**src/rtl/seq_pkg.sv**
```systemverilog
// Shared definitions for the Y86-64 sequential controller: status codes,
// controller states and stage-enable bit positions.
package seq_pkg;

    // Architectural status register encodings
    localparam logic [2:0] STAT_AOK = 3'd1;
    localparam logic [2:0] STAT_HLT = 3'd2;
    localparam logic [2:0] STAT_ADR = 3'd3;
    localparam logic [2:0] STAT_INS = 3'd4;

    // One-hot stage enable bit positions
    localparam int STAGE_W   = 6;
    localparam int EN_FETCH  = 0;
    localparam int EN_DECODE = 1;
    localparam int EN_EXEC   = 2;
    localparam int EN_MEM    = 3;
    localparam int EN_WB     = 4;
    localparam int EN_PCUPD  = 5;

    // Controller states; the six stage states are contiguous
    typedef enum logic [3:0] {
        S_IDLE   = 4'd0,
        S_FETCH  = 4'd1,
        S_DECODE = 4'd2,
        S_EXEC   = 4'd3,
        S_MEM    = 4'd4,
        S_WB     = 4'd5,
        S_PCUPD  = 4'd6,
        S_PAUSE  = 4'd7,
        S_STOP   = 4'd8
    } state_t;

endpackage

```
**src/rtl/seq_perf_cnt.sv**
```systemverilog
// Cycle and retired-instruction counters. Both wrap modulo 2^CNT_W and are
// cleared by reset or by the clear input (start of a new run).
module seq_perf_cnt #(
    parameter int CNT_W = 32
) (
    input  logic             clk,
    input  logic             rst,
    input  logic             i_clear,
    input  logic             i_cyc_inc,
    input  logic             i_ret_inc,
    output logic [CNT_W-1:0] o_cycle_cnt,
    output logic [CNT_W-1:0] o_retired
);

    logic [CNT_W-1:0] r_cycle_cnt;
    logic [CNT_W-1:0] r_retired;

    // Count stage cycles and retirements; clear has priority over increment
    always_ff @(posedge clk) begin
        if (rst || i_clear) begin
            r_cycle_cnt <= '0;
            r_retired   <= '0;
        end else begin
            if (i_cyc_inc) r_cycle_cnt <= r_cycle_cnt + 1'b1;
            if (i_ret_inc) r_retired   <= r_retired + 1'b1;
        end
    end

    assign o_cycle_cnt = r_cycle_cnt;
    assign o_retired   = r_retired;

endmodule

```
**src/rtl/seq_controller.sv**
```systemverilog
// Multi-cycle sequencer for the Y86-64 sequential datapath. Owns PC and
// status, walks one stage per clock, stops on halt or exception, and
// supports single-step via PAUSE. Current state is exported on dbg_state.
module seq_controller
    import seq_pkg::*;
#(
    parameter logic [63:0] RESET_PC = 64'd0,
    parameter int          CNT_W    = 32
) (
    input  logic               clk,
    input  logic               rst,
    input  logic               start,
    input  logic               step_mode,
    input  logic               step_req,
    input  logic [63:0]        new_pc,
    input  logic               hlt,
    input  logic               in_mem,
    input  logic               in_inst,
    input  logic               dmem_err,
    output logic [63:0]        pc,
    output logic [5:0]         stage_en,
    output logic [2:0]         status,
    output logic               running,
    output logic               step_ack,
    output logic [CNT_W-1:0]   cycle_cnt,
    output logic [CNT_W-1:0]   retired,
    output state_t             dbg_state
);

    state_t               r_state;
    logic   [63:0]        r_pc;
    logic   [2:0]         r_status;
    logic                 r_step_ack;

    state_t               w_next_state;
    logic   [63:0]        w_pc_next;
    logic   [2:0]         w_status_next;
    logic                 w_step_ack_next;
    logic                 w_clear;
    logic                 w_ret_inc;
    logic   [STAGE_W-1:0] w_stage_en;
    logic                 w_running;

    // State, PC, status and step_ack registers
    always_ff @(posedge clk) begin
        if (rst) begin
            r_state    <= S_IDLE;
            r_pc       <= RESET_PC;
            r_status   <= STAT_AOK;
            r_step_ack <= 1'b0;
        end else begin
            r_state    <= w_next_state;
            r_pc       <= w_pc_next;
            r_status   <= w_status_next;
            r_step_ack <= w_step_ack_next;
        end
    end

    // Next-state, PC/status updates and counter controls
    always_comb begin
        w_next_state    = r_state;
        w_pc_next       = r_pc;
        w_status_next   = r_status;
        w_step_ack_next = 1'b0;
        w_clear         = 1'b0;
        w_ret_inc       = 1'b0;
        case (r_state)
            S_IDLE: begin
                if (start) begin
                    w_next_state  = S_FETCH;
                    w_pc_next     = RESET_PC;
                    w_status_next = STAT_AOK;
                    w_clear       = 1'b1;
                end
            end
            S_FETCH: begin
                // Fetch faults: bad address beats bad opcode beats halt
                if (in_mem) begin
                    w_status_next = STAT_ADR;
                    w_next_state  = S_STOP;
                end else if (in_inst) begin
                    w_status_next = STAT_INS;
                    w_next_state  = S_STOP;
                end else if (hlt) begin
                    w_status_next = STAT_HLT;
                    w_next_state  = S_STOP;
                end else begin
                    w_next_state  = S_DECODE;
                end
            end
            S_DECODE: w_next_state = S_EXEC;
            S_EXEC:   w_next_state = S_MEM;
            S_MEM: begin
                // A data-memory fault stops before writeback and PC update
                if (dmem_err) begin
                    w_status_next = STAT_ADR;
                    w_next_state  = S_STOP;
                end else begin
                    w_next_state  = S_WB;
                end
            end
            S_WB: w_next_state = S_PCUPD;
            S_PCUPD: begin
                w_pc_next = new_pc;
                w_ret_inc = 1'b1;
                if (step_mode) begin
                    w_next_state    = S_PAUSE;
                    w_step_ack_next = 1'b1;
                end else begin
                    w_next_state    = S_FETCH;
                end
            end
            S_PAUSE: begin
                if (step_req || !step_mode) w_next_state = S_FETCH;
            end
            S_STOP: w_next_state = S_STOP;
            default: w_next_state = S_IDLE;
        endcase
    end

    // One-hot stage enable decoded from the current state
    always_comb begin
        w_stage_en = '0;
        case (r_state)
            S_FETCH:  w_stage_en[EN_FETCH]  = 1'b1;
            S_DECODE: w_stage_en[EN_DECODE] = 1'b1;
            S_EXEC:   w_stage_en[EN_EXEC]   = 1'b1;
            S_MEM:    w_stage_en[EN_MEM]    = 1'b1;
            S_WB:     w_stage_en[EN_WB]     = 1'b1;
            S_PCUPD:  w_stage_en[EN_PCUPD]  = 1'b1;
            default:  w_stage_en = '0;
        endcase
    end

    assign w_running = |w_stage_en;

    seq_perf_cnt #(
        .CNT_W (CNT_W)
    ) u_perf_cnt (
        .clk         (clk),
        .rst         (rst),
        .i_clear     (w_clear),
        .i_cyc_inc   (w_running),
        .i_ret_inc   (w_ret_inc),
        .o_cycle_cnt (cycle_cnt),
        .o_retired   (retired)
    );

    assign pc        = r_pc;
    assign status    = r_status;
    assign stage_en  = w_stage_en;
    assign running   = w_running;
    assign step_ack  = r_step_ack;
    assign dbg_state = r_state;

endmodule

```
**config.mk**
```make
export PLATFORM = sky130hd
export DESIGN_NAME = seq_controller
export DESIGN_NICKNAME = d
export VERILOG_FILES = /design/src/rtl/seq_pkg.sv /design/src/rtl/seq_perf_cnt.sv /design/src/rtl/seq_controller.sv
export SDC_FILE = /design/constraint.sdc
export NUM_CORES = 1
export LEC_CHECK = 0
export BUFFER_PORTS_ARGS = -buffer_cell sky130_fd_sc_hd__buf_2
export CAP_MARGIN = 40
export CORE_MARGIN = 2
export CORE_UTILIZATION = 51
export CTS_BUF_LIST = sky130_fd_sc_hd__clkbuf_4 sky130_fd_sc_hd__clkbuf_8
export DETAILED_ROUTE_END_ITERATION = 10
export PLACE_DENSITY = 0.87
export SETUP_SLACK_MARGIN = 0.15
export SLEW_MARGIN = 25
export SYNTH_ARGS = -nofsm -noshare
export SYNTH_HDL_FRONTEND = slang
export SYNTH_SLANG_ARGS = --single-unit
```
**constraint.sdc**
```tcl
create_clock -name clk -period 2.51 [get_ports clk]
set_clock_uncertainty 0.1 [all_clocks]
set_input_delay 0.753 -clock clk [delete_from_list [all_inputs] [get_ports clk]]
set_output_delay 0.753 -clock clk [all_outputs]
set_load 0.03 [all_outputs]
```
==> results of run 1 <==
[flip-flops by register name, summed over array words and instances (netlist names)]
name                    flops
status                      3
dbg_state                   4
pc                         64
u_perf_cnt.o_retired       32
u_perf_cnt.o_cycle_cnt     32
step_ack                    1
[area by class of cell]
type | count | area, um^2
clock inverter | 9 | 145.1
tap | 140 | 175.2
multi-input combinational | 468 | 2920
sequential | 136 | 2736
fill | 866 | 3242
inverter | 11 | 43.79
timing repair buffer | 251 | 1423
clock buffer | 23 | 297.8
[metrics by stage]
stage	hold WS, ns	cells	worst slack, ns	instance area [um^2]	util [%]
final	0.3711	1038	0.1168	7741	70.48
after global routing	0.3830	1038	0.04828	7741	70.48
after CTS	0.3700	1026	0.07748	7569	68.91
after detailed placement	0.3600	985	0.1424	7020	63.92
after global placement	0.3509	984	0.1959	7009	63.82
after floorplan	0.4891	663	-0.05781	5812	-
[where the power goes]
group          leakage, nW  total, mW  switching, mW  internal (mW)
logic                 1.92      0.320          0.190          0.130
clock network        0.234       2.00          0.816           1.19
registers             1.10       2.17        0.00963           2.16
total                 3.25       4.50           1.02           3.48
[Yosys cell counts, types with 2 or more instances]
| library cell | instances | area share (%) |
|---|---|---|
| nand2b_1 | 13 | 1.4 |
| buf_2 | 4 | 0.35 |
| o21bai_1 | 2 | 0.26 |
| o31ai_1 | 26 | 3.4 |
| nand4_1 | 25 | 2.7 |
| clkbuf_1 | 37 | 2.4 |
| and2_1 | 5 | 0.54 |
| nand2_1 | 33 | 2.1 |
| o22ai_1 | 2 | 0.22 |
| nor2_1 | 84 | 5.4 |
| and3_1 | 9 | 0.97 |
| mux2i_1 | 12 | 2.1 |
| nor3b_1 | 3 | 0.39 |
| nor2b_1 | 2 | 0.22 |
| or4_1 | 30 | 3.9 |
| nor4_1 | 9 | 0.97 |
| nand3b_1 | 3 | 0.39 |
| nand3_1 | 26 | 2.2 |
| and4_1 | 8 | 1.2 |
| a21oi_1 | 45 | 3.9 |
| buf_1 | 5 | 0.32 |
| xnor2_1 | 4 | 0.60 |
| a22oi_1 | 64 | 8.3 |
| nor3_1 | 8 | 0.69 |
| or3_1 | 13 | 1.4 |
| inv_1 | 11 | 0.71 |
| ha_1 | 2 | 0.43 |
| dfxtp_1 | 136 | 47 |
| xor2_1 | 11 | 1.7 |
| o21ai_0 | 12 | 1.0 |
| or3b_2 | 3 | 0.45 |
[worst max-delay path, cell delays in order (launching register included)]
cell and delay (ns):
dfxtp_4 0.37, or3_4 0.39, nand3b_1 0.13, inv_2 0.05, buf_4 0.16
[cell families after synthesis]
kind of cell	Yosys count	share of synthesized area (%)
adder cells (fa/ha/maj)	2	0.4316
buffers and inverters	59	4.101
flip-flops	136	46.97
AND/OR/NAND/NOR	280	26.01
multiplexers	12	2.072
AO/OA/AOI/OAI	159	18.15
XOR/XNOR	15	2.266
[worst paths after layout]
| check | start | to | slack (ns) | cells past startpoint |
|---|---|---|---|---|
| setup reg to reg | dbg_state[3]$_SDFFE_PP0P_ | u_perf_cnt.o_cycle_cnt[11]$_SDFFE_PP0P_ | 0.18 | 10 |
| hold reg to reg | u_perf_cnt.o_cycle_cnt[31]$_SDFFE_PP0P_ | u_perf_cnt.o_cycle_cnt[31]$_SDFFE_PP0P_ | 0.37 | 2 |
| setup / recovery | dbg_state[1]$_SDFFE_PP0P_ | running | 0.12 | 4 |
| hold / removal | u_perf_cnt.o_cycle_cnt[31]$_SDFFE_PP0P_ | u_perf_cnt.o_cycle_cnt[31]$_SDFFE_PP0P_ | 0.37 | 2 |
[layout by cell type, fill, tap and decap left out, drive strengths merged, types with 2 or more instances in the layout]
master,instances
a21oi,45
a22oi,64
and2,5
and3,9
and4,8
buf,249
bufinv,4
clkbuf,25
clkinv,5
dfxtp,136
ha,2
inv,11
mux2i,12
nand2,33
nand2b,13
nand3,26
nand3b,3
nand4,26
nor2,84
nor2b,2
nor3,8
nor3b,3
nor4,9
o21ai,12
o21bai,2
o22ai,2
o31ai,26
or3,13
or3b,3
or4,30
xnor2,4
xor2,11
[routing by layer]
layer	track usage, %	wire, um
met5	0	0
met4	12.00	454
met3	7.684	1334
met2	42.82	8443
met1	32.56	6790
[timing repair]
action | CTS | global route
buffers inserted | 9 | 12
endpoints found under the setup margin | 7 | 16
pin swaps | 1 | 6
endpoints found under the hold margin | 0 | 0
hold buffers | 0 | 0
gates resized for setup | 15 | 24
==> implementation parameters, run 1 <==
Parameter                              Value

GRT
  Number of antenna violations at the first check in global routing ... 0
  Overall track demand over capacity in global routing ... 26.43%
  Pin count of the biggest net entering global routing ... 65
  Vias in the first global route ... 5583
  Global-route wire length before repair ... 26810 um
  Grt ovf ... 0

Die
  Num ports ... 216
  Die outline height ... 110.6 um
  Initial Util ... 52.78%
  Die Outline Area ... 12230 um^2
  Num rows ... 38
  Core box area ... 10980 um^2
  Die X ... 110.6 um

CTS
  Total clock sinks ... 136
  Clock tree from TritonCTS ... yes
  H-tree lvl count ... 4
  Clock root buffer ... clkbuf_8
  Buffer depth of the longest clock path ... 2
  Cts bufs inserted ... 17
  Clock Latency Late Sink ... 0.45 ns
  Clock Pin Slew Worst Setup and Hold Paths ... 0.07 ns

Logic synthesis
  Library cells used by synthesis ... 47
  Number of enable flip-flop cells after synthesis ... 0
  Seq/Total Area, Yosys ... 46.97%
  Post-synthesis instance total ... 663
  Yosys warns ... 0
  Mapped Avg Cell Area ... 8.743 um^2
  #FFs+latches synth ... 136
  Cell area after synthesis ... 5797 um^2
  Share of synthesized flip-flops with an asynchronous set or reset ... 0%
  Main synth FF type ... dfxtp_1
  Post-Syn Nets ... 738

Power and ir drop
  Leak Pwr ... 3.249 nW
  Total power per unit cell area ... 580.7 nW/um^2
  IR Drop Worst-Case VDD ... 0.4818 mV
  Power, Total ... 4.495 mW

Routing
  Count of routing violations after the opening detailed-route iteration ... 481
  Total iterations of the first detailed-routing run ... 7
  Vias per cell ... 5.865
  Overall via count from detail_route ... 6088
  Total length of routed wires ... 17020 um
  Drt drc ... 0
  Average wire per cell in the routed design ... 16.40 um
  ANT nets after route ... 0

Worst setup path
  Crit-path max FO ... 5
  Class of the most critical setup path ... reg -> out
  Startpoint type of the worst setup path ... register
  Arr. time, crit path ... 1.54 ns
  Crit path capture type ... output port
  Required time at the endpoint of the critical path ... 1.66 ns

Place
  Weighted congestion at the end of routability-driven global placement ... 0.8711
  Number of buffers inserted by port buffering ... 215
  Detailed Place HPWL ... 11250 um

Timing
  Total Neg Setup Slack ... 0 ns
  Achievable clock frequency ... 417.9 MHz
  Slew Limit Headroom ... 61.49%
  Setup repair after global routing missed its margin ... yes
  Setup violations, final ... 0
  Tightest Pin Transition ... 0.5777 ns
  Fin crit period ... 2.393 ns
  Share of the cycle needed by the critical path after routing ... 95.35%
  Hold Fails Final Rpt ... 0
  Number of max-slew violations in the final report ... 0

Status
  Outcome ... finished clean

Cells and area
  Layout cells sized above 1 ... 34.63%
  Layout Nets ... 960
  Layout Area Growth over Synthesis ... 33.54%
  # diodes ... 0

Worst hold path
  Kind of path behind the tightest hold check ... reg -> reg

Job
  Max-cap violation count ... 0
Note: power is estimated with default switching activity, not from simulation.
==> inputs of run 2 (changes only) <==
Settings changed: PLACE_DENSITY 0.87 to 0.82.
==> run 2 against run 1 <==
Die area unchanged. Combinational power down 7.2%. Sequential power about the same. Flip-flop and latch count unchanged. Critical path depth unchanged. Largest power group unchanged.
==> implementation parameters, run 2 (synthesized netlist as in run 1, its figures left out) <==
Parameter                              Value

Timing
  Achievable clock frequency ... 424.4 MHz
  Setup repair after global routing missed its margin ... yes
  Number of max-slew violations in the final report ... 0
  Hold Fails Final Rpt ... 0
  Setup violations, final ... 0
  Fin crit period ... 2.356 ns
  Slew Limit Headroom ... 62.79%
  Tightest Pin Transition ... 0.5530 ns
  Post-route setup slack ... 0.1538 ns
  Share of the cycle needed by the critical path after routing ... 93.87%

Die
  Die outline height ... 110.6 um
  Initial Util ... 52.78%
  Die X ... 110.6 um
  Num ports ... 216
  Die Outline Area ... 12230 um^2
  Core box area ... 10980 um^2
  Num rows ... 38

Routing
  Vias per cell ... 5.815
  Drt drc ... 0
  Count of routing violations after the opening detailed-route iteration ... 422
  Total length of routed wires ... 16350 um
  Average wire per cell in the routed design ... 15.95 um
  Overall via count from detail_route ... 5960
  ANT nets after route ... 0
  Total iterations of the first detailed-routing run ... 7

CTS
  Clock root buffer ... clkbuf_8
  H-tree lvl count ... 4
  Buffer depth of the longest clock path ... 2
  Clock Latency Late Sink ... 0.44 ns
  Clock tree from TritonCTS ... yes
  Cts bufs inserted ... 17
  Clock Pin Slew Worst Setup and Hold Paths ... 0.08 ns
  Total clock sinks ... 136
  Count of hold buffers inserted by post-cts repair ... 0

Worst setup path
  End of the worst register-to-register path ... u_perf_cnt.o_retired[17]$_SDFFE_PP0N_
  Crit path capture type ... output port
  Setup slack of the most critical reg-to-reg path ... 0.23 ns
  Startpoint type of the worst setup path ... register
  Delay of the slowest cell on the worst path ... 0.38 ns
  Crit-path max FO ... 7
  Startpoint of the worst-slack reg-to-reg timing path ... dbg_state[1]$_SDFFE_PP0P_
  Class of the most critical setup path ... reg -> out
  Critical path's slowest cell ... or3_4
  Cell breakdown of the critical path ... or3_4, nand3b_1, inv_2, buf_6
  Arr. time, crit path ... 1.50 ns
  Required time at the endpoint of the critical path ... 1.66 ns
  Count of cells along the worst register-to-register path ... 7

Place
  Placed instance count ... 984
  Pre-CTS setup slack ... 0.1299 ns
  Detailed Place HPWL ... 11430 um
  Weighted congestion at the end of routability-driven global placement ... 0.8582
  Number of buffers inserted by port buffering ... 215

Cells and area
  Non-filler cells in the finished layout ... 1025
  Layout Nets ... 947
  Most frequent cells in the layout ... buf_2 (210), dfxtp_1 (132), nor2_1 (82)
  Layout cells sized above 1 ... 32.88%
  Share of the core filled with cells ... 68.75%
  # diodes ... 0
  Most common library cell in the layout ignoring fill and taps ... buf_2
  Layout Area Growth over Synthesis ... 30.26%
  Number of flip-flops in the largest register ... 64
  Count of fill cells added during filler insertion ... 881

Power and ir drop
  Total power per unit cell area ... 570.7 nW/um^2
  Leak Pwr ... 3.147 nW
  IR Drop Worst-Case VDD ... 0.3560 mV

GRT
  Global-route wire length before repair ... 26510 um
  Pin count of the biggest net entering global routing ... 65
  Grt ovf ... 0
  Vias in the first global route ... 5653
  Number of antenna violations at the first check in global routing ... 0
  Overall track demand over capacity in global routing ... 25.86%

Worst hold path
  Kind of path behind the tightest hold check ... reg -> reg
  Startpoint of the lowest-slack hold path ... u_perf_cnt.o_cycle_cnt[31]$_SDFFE_PP0P_
  Worst min-delay path endpoint ... u_perf_cnt.o_cycle_cnt[31]$_SDFFE_PP0P_
  Hold-critical path depth ... 2

Status
  Outcome ... finished clean

Job
  Max-cap violation count ... 0
run 2: cell types whose count changed in the layout (fill, tap and decap cells not counted), sizes merged:
cell and delta:
buf -13, bufinv -1, clkbuf -4, clkinv +1
clkinvlp +4
run 2: report_power, final:
part	switching [mW]	total (mW)	internal, mW	leakage (nW)
Clock	0.832	1.84	1.01	0.201
Combinational	0.180	0.297	0.116	1.85
Sequential	0.00973	2.17	2.16	1.10
Total	1.02	4.31	3.29	3.15
run 2: area by class of cell:
type	count	area (um^2)	area share, %
timing repair buffer	238	1309	17.33
tap	140	175.2	2.320
clock inverter	13	153.9	2.038
multi-input combinational	468	2877	38.09
inverter	11	43.79	0.5800
sequential	136	2738	36.26
clock buffer	19	255.2	3.380
run 2: critical path, delay by kind of cell, from the launching register on:
kind	cells	cell delay, ns
flip-flops	1	0.37
buffers and inverters	2	0.18
AND/OR/NAND/NOR	2	0.51
run 2: worst max-delay path by stage:
stage	start	depth (start not counted)	slack, ns	endpoint
finish	dbg_state[0]$_SDFFE_PP0P_	4	0.15	running
detailed placement	start	6	0.13	pc[62]$_SDFFE_PP0P_
global placement	start	6	0.21	pc[10]$_SDFFE_PP0P_
CTS	dbg_state[3]$_SDFFE_PP0P_	3	0.07	stage_en[4]
global route	dbg_state[1]$_SDFFE_PP0P_	7	0.07	u_perf_cnt.o_retired[20]$_SDFFE_PP0N_
floorplan	dbg_state[2]$_SDFFE_PP0P_	6	-0.06	stage_en[5]
run 2: what timing repair did:
action	CTS	global route
pin swaps	0	2
gates resized for setup	15	11
buffers inserted	1	8
hold endpoints to repair	0	0
endpoints found under the setup margin	7	7
run 2: stage by stage:
| stage | power, mW | cell area [um^2] | setup TNS [ns] | hold WS [ns] |
|---|---|---|---|---|
| 2_1_floorplan | 2.380 | 5812 | -0.05781 | 0.4891 |
| 6_report | 4.310 | 7551 | 0 | 0.3725 |
| 3_3_place_gp | 2.485 | 6989 | 0 | 0.3500 |
| 3_5_place_dp | 2.498 | 7000 | 0 | 0.3641 |
| 5_1_grt | 4.449 | 7551 | 0 | 0.4133 |
| 4_1_cts | 4.319 | 7457 | 0 | 0.3745 |
run 2: layer usage:
layer | wire length, um | up-vias | global-route usage [%]
met5 | 0 | - | 0
met4 | 432 | 0 | 10.08
met2 | 8204 | 208 | 43.97
met1 | 6536 | 2847 | 30.52
met3 | 1172 | 33 | 7.958
li1 | - | 2872 | -
==> inputs of run 3 (changes only) <==
Settings changed: ABC_CLOCK_PERIOD_IN_PS set to 2100, CORE_MARGIN 2 to 4, CORE_UTILIZATION 51 to 46, PLACE_DENSITY 0.82 to 0.78.
Clock period 2.51 ns to 2.1 ns, I/O delays scaled along.
==> run 3 against run 2 <==
The run now ends with setup timing left. Count of clock-buffer cells in the layout fell by 1. Sequential share of layout area fell by 4.5 points. Critical path depth did not move. Hold slack got worse by 0.045 ns. Die area rose by 18%. Final cell count rose by 7.6%. Global-route usage fell by 0.78 points. Critical path type unchanged. Largest cell class unchanged. Highest routed layer unchanged.
==> implementation parameters, run 3 (synthesized netlist as in run 1, its figures left out) <==
Parameter                              Value

Status
  Outcome ... complete, but fails checks
  Violations in the final reports ... setup timing

Timing
  Tightest Pin Transition ... 0.5206 ns
  Slew Limit Headroom ... 65.29%
  Achievable clock frequency ... 438.1 MHz
  Total Neg Setup Slack ... -2.240 ns
  Fin crit period ... 2.283 ns
  Setup repair after global routing missed its margin ... yes
  Hold Fails Final Rpt ... 0
  Share of the cycle needed by the critical path after routing ... 108.7%
  Post-route setup slack ... -0.1827 ns
  Setup violations, final ... 46
  Number of max-slew violations in the final report ... 0

CTS
  Total clock sinks ... 136
  Clock root buffer ... clkbuf_8
  Clock tree from TritonCTS ... yes
  Count of hold buffers inserted by post-cts repair ... 0
  Clock Pin Slew Worst Setup and Hold Paths ... 0.08 ns
  Clock Latency Late Sink ... 0.45 ns
  Buffer depth of the longest clock path ... 2
  Cts bufs inserted ... 17
  H-tree lvl count ... 4

Cells and area
  Count of fill cells added during filler insertion ... 860
  Non-filler cells in the finished layout ... 1103
  Most common library cell in the layout ignoring fill and taps ... buf_2
  # diodes ... 0
  Share of the core filled with cells ... 72.77%
  Layout Area Growth over Synthesis ... 52.67%
  Number of flip-flops in the largest register ... 64
  Layout Nets ... 997
  Area taken by flip-flops and latches ... 2811 um^2
  Layout cells sized above 1 ... 51.34%
  Area of the multi-input gates ... 3535 um^2
  Most frequent cells in the layout ... buf_2 (206), dfxtp_1 (101), nor2_1 (81)

Place
  Number of buffers inserted by port buffering ... 215
  Detailed Place HPWL ... 12800 um
  Pre-CTS setup slack ... -0.1267 ns
  Weighted congestion at the end of routability-driven global placement ... 0.8422
  Placed instance count ... 1024

Routing
  Vias per cell ... 5.907
  Average wire per cell in the routed design ... 18.52 um
  ANT nets after route ... 0
  Total length of routed wires ... 20420 um
  Drt drc ... 0
  Count of routing violations after the opening detailed-route iteration ... 625
  Overall via count from detail_route ... 6515
  Total iterations of the first detailed-routing run ... 7

Worst setup path
  Beginning of the critical path ... dbg_state[3]$_SDFFE_PP0P_
  Delay of the slowest cell on the worst path ... 0.36 ns
  Kind of cell adding the most delay to the critical path ... simple AND/OR/NAND/NOR gates
  Critical Path Stages ... 4
  Critical path's slowest cell ... dfxtp_4
  Class of the most critical setup path ... reg -> out
  Startpoint type of the worst setup path ... register
  Arr. time, crit path ... 1.55 ns
  Crit-path max FO ... 8
  Required time at the endpoint of the critical path ... 1.37 ns
  Count of cells along the worst register-to-register path ... 8
  Startpoint of the worst-slack reg-to-reg timing path ... dbg_state[1]$_SDFFE_PP0P_
  Cell breakdown of the critical path ... buf_8, or2_4, nor3b_4, buf_6
  Crit path capture type ... output port
  Sum of buffers and inverters on the critical path ... 2

Power and ir drop
  IR Drop Worst-Case VDD ... 0.5764 mV
  Leak Pwr ... 3.543 nW
  Total power per unit cell area ... 597.2 nW/um^2

GRT
  Vias in the first global route ... 6048
  Grt ovf ... 0
  Global-route wire length before repair ... 29740 um
  Number of antenna violations at the first check in global routing ... 0
  Overall track demand over capacity in global routing ... 25.08%
  Pin count of the biggest net entering global routing ... 52

Die
  Die outline height ... 120.3 um
  Die X ... 120.3 um
  Num rows ... 40
  Core box area ... 12160 um^2
  Die Outline Area ... 14460 um^2
  Initial Util ... 47.66%
  Num ports ... 216

Worst hold path
  Startpoint of the lowest-slack hold path ... new_pc[33]
  Hold-critical path depth ... 3
  Kind of path behind the tightest hold check ... in -> reg

Job
  Max-cap violation count ... 0
==> run 3: cell count changes in the layout (fill, tap and decap cells not counted), sizes merged <==
| cell | before | now |
|---|---|---|
| a211o | 1 | 2 |
| buf | 236 | 279 |
| bufinv | 3 | 2 |
| clkbuf | 21 | 23 |
| clkinvlp | 4 | 5 |
| inv | 11 | 12 |
| nand3 | 26 | 27 |
| or4 | 30 | 32 |
==> run 3: report_power, final <==
part           total, mW  internal, mW  switching [mW]
combinational      0.553         0.246           0.307
clock               2.16          1.09            1.07
sequential          2.57          2.56         0.00857
==> run 3: layer usage <==
metal	global-route usage (%)	routed length (um)
met4	10.69	796
met1	28.69	7655
met2	43.27	10220
met5	0	0
met3	7.811	1750
==> run 3: worst reg2reg max path: stages (launching register included) <==
cell and delay, ns:
dfxtp_4 0.37, buf_12 0.13, buf_6 0.11, buf_6 0.11, or3b_4 0.40, a211o_4 0.45, clkbuf_16 0.21, a22oi_2 0.13
nor2_1 0.05
==> run 3: cell type report <==
| cell class | count | share of cell area [%] |
|---|---|---|
| inverters | 11 | 0.5797 |
| flip-flops and latches | 136 | 31.77 |
| clock buffers | 18 | 2.799 |
| clock inverters | 14 | 1.682 |
| repair buffers | 284 | 20.85 |
| multi-input cells | 472 | 39.94 |
| well taps | 168 | 2.375 |
==> run 3: path summary, 6_finish.rpt <==
check / to / slack [ns]
min: pc[33]$_SDFFE_PP0P_ / 0.33
min reg2reg: u_perf_cnt.o_retired[31]$_SDFFE_PP0N_ / 0.38
max: stage_en[3] / -0.18
max reg2reg: pc[34]$_SDFFE_PP0P_ / -0.07
==> run 3: metrics by stage <==
stage / hold WS [ns] / power [mW] / cell area [um^2]
2_1_floorplan: 0.4252 / 2.932 / 6422
3_3_place_gp: 0.3525 / 3.023 / 7525
3_5_place_dp: 0.3651 / 3.042 / 7536
4_1_cts: 0.3026 / 5.196 / 8258
5_1_grt: 0.3064 / 5.446 / 8850
6_report: 0.3276 / 5.285 / 8850
==> run 3: what timing repair did <==
| action | 4_1_cts | 5_1_grt |
|---|---|---|
| pin swaps | 10 | 30 |
| gates cloned | 2 | 7 |
| buffers inserted | 20 | 18 |
| endpoints found under the hold margin | 0 | 0 |
| endpoints found under the setup margin | 21 | 112 |
| resized for setup | 38 | 77 |
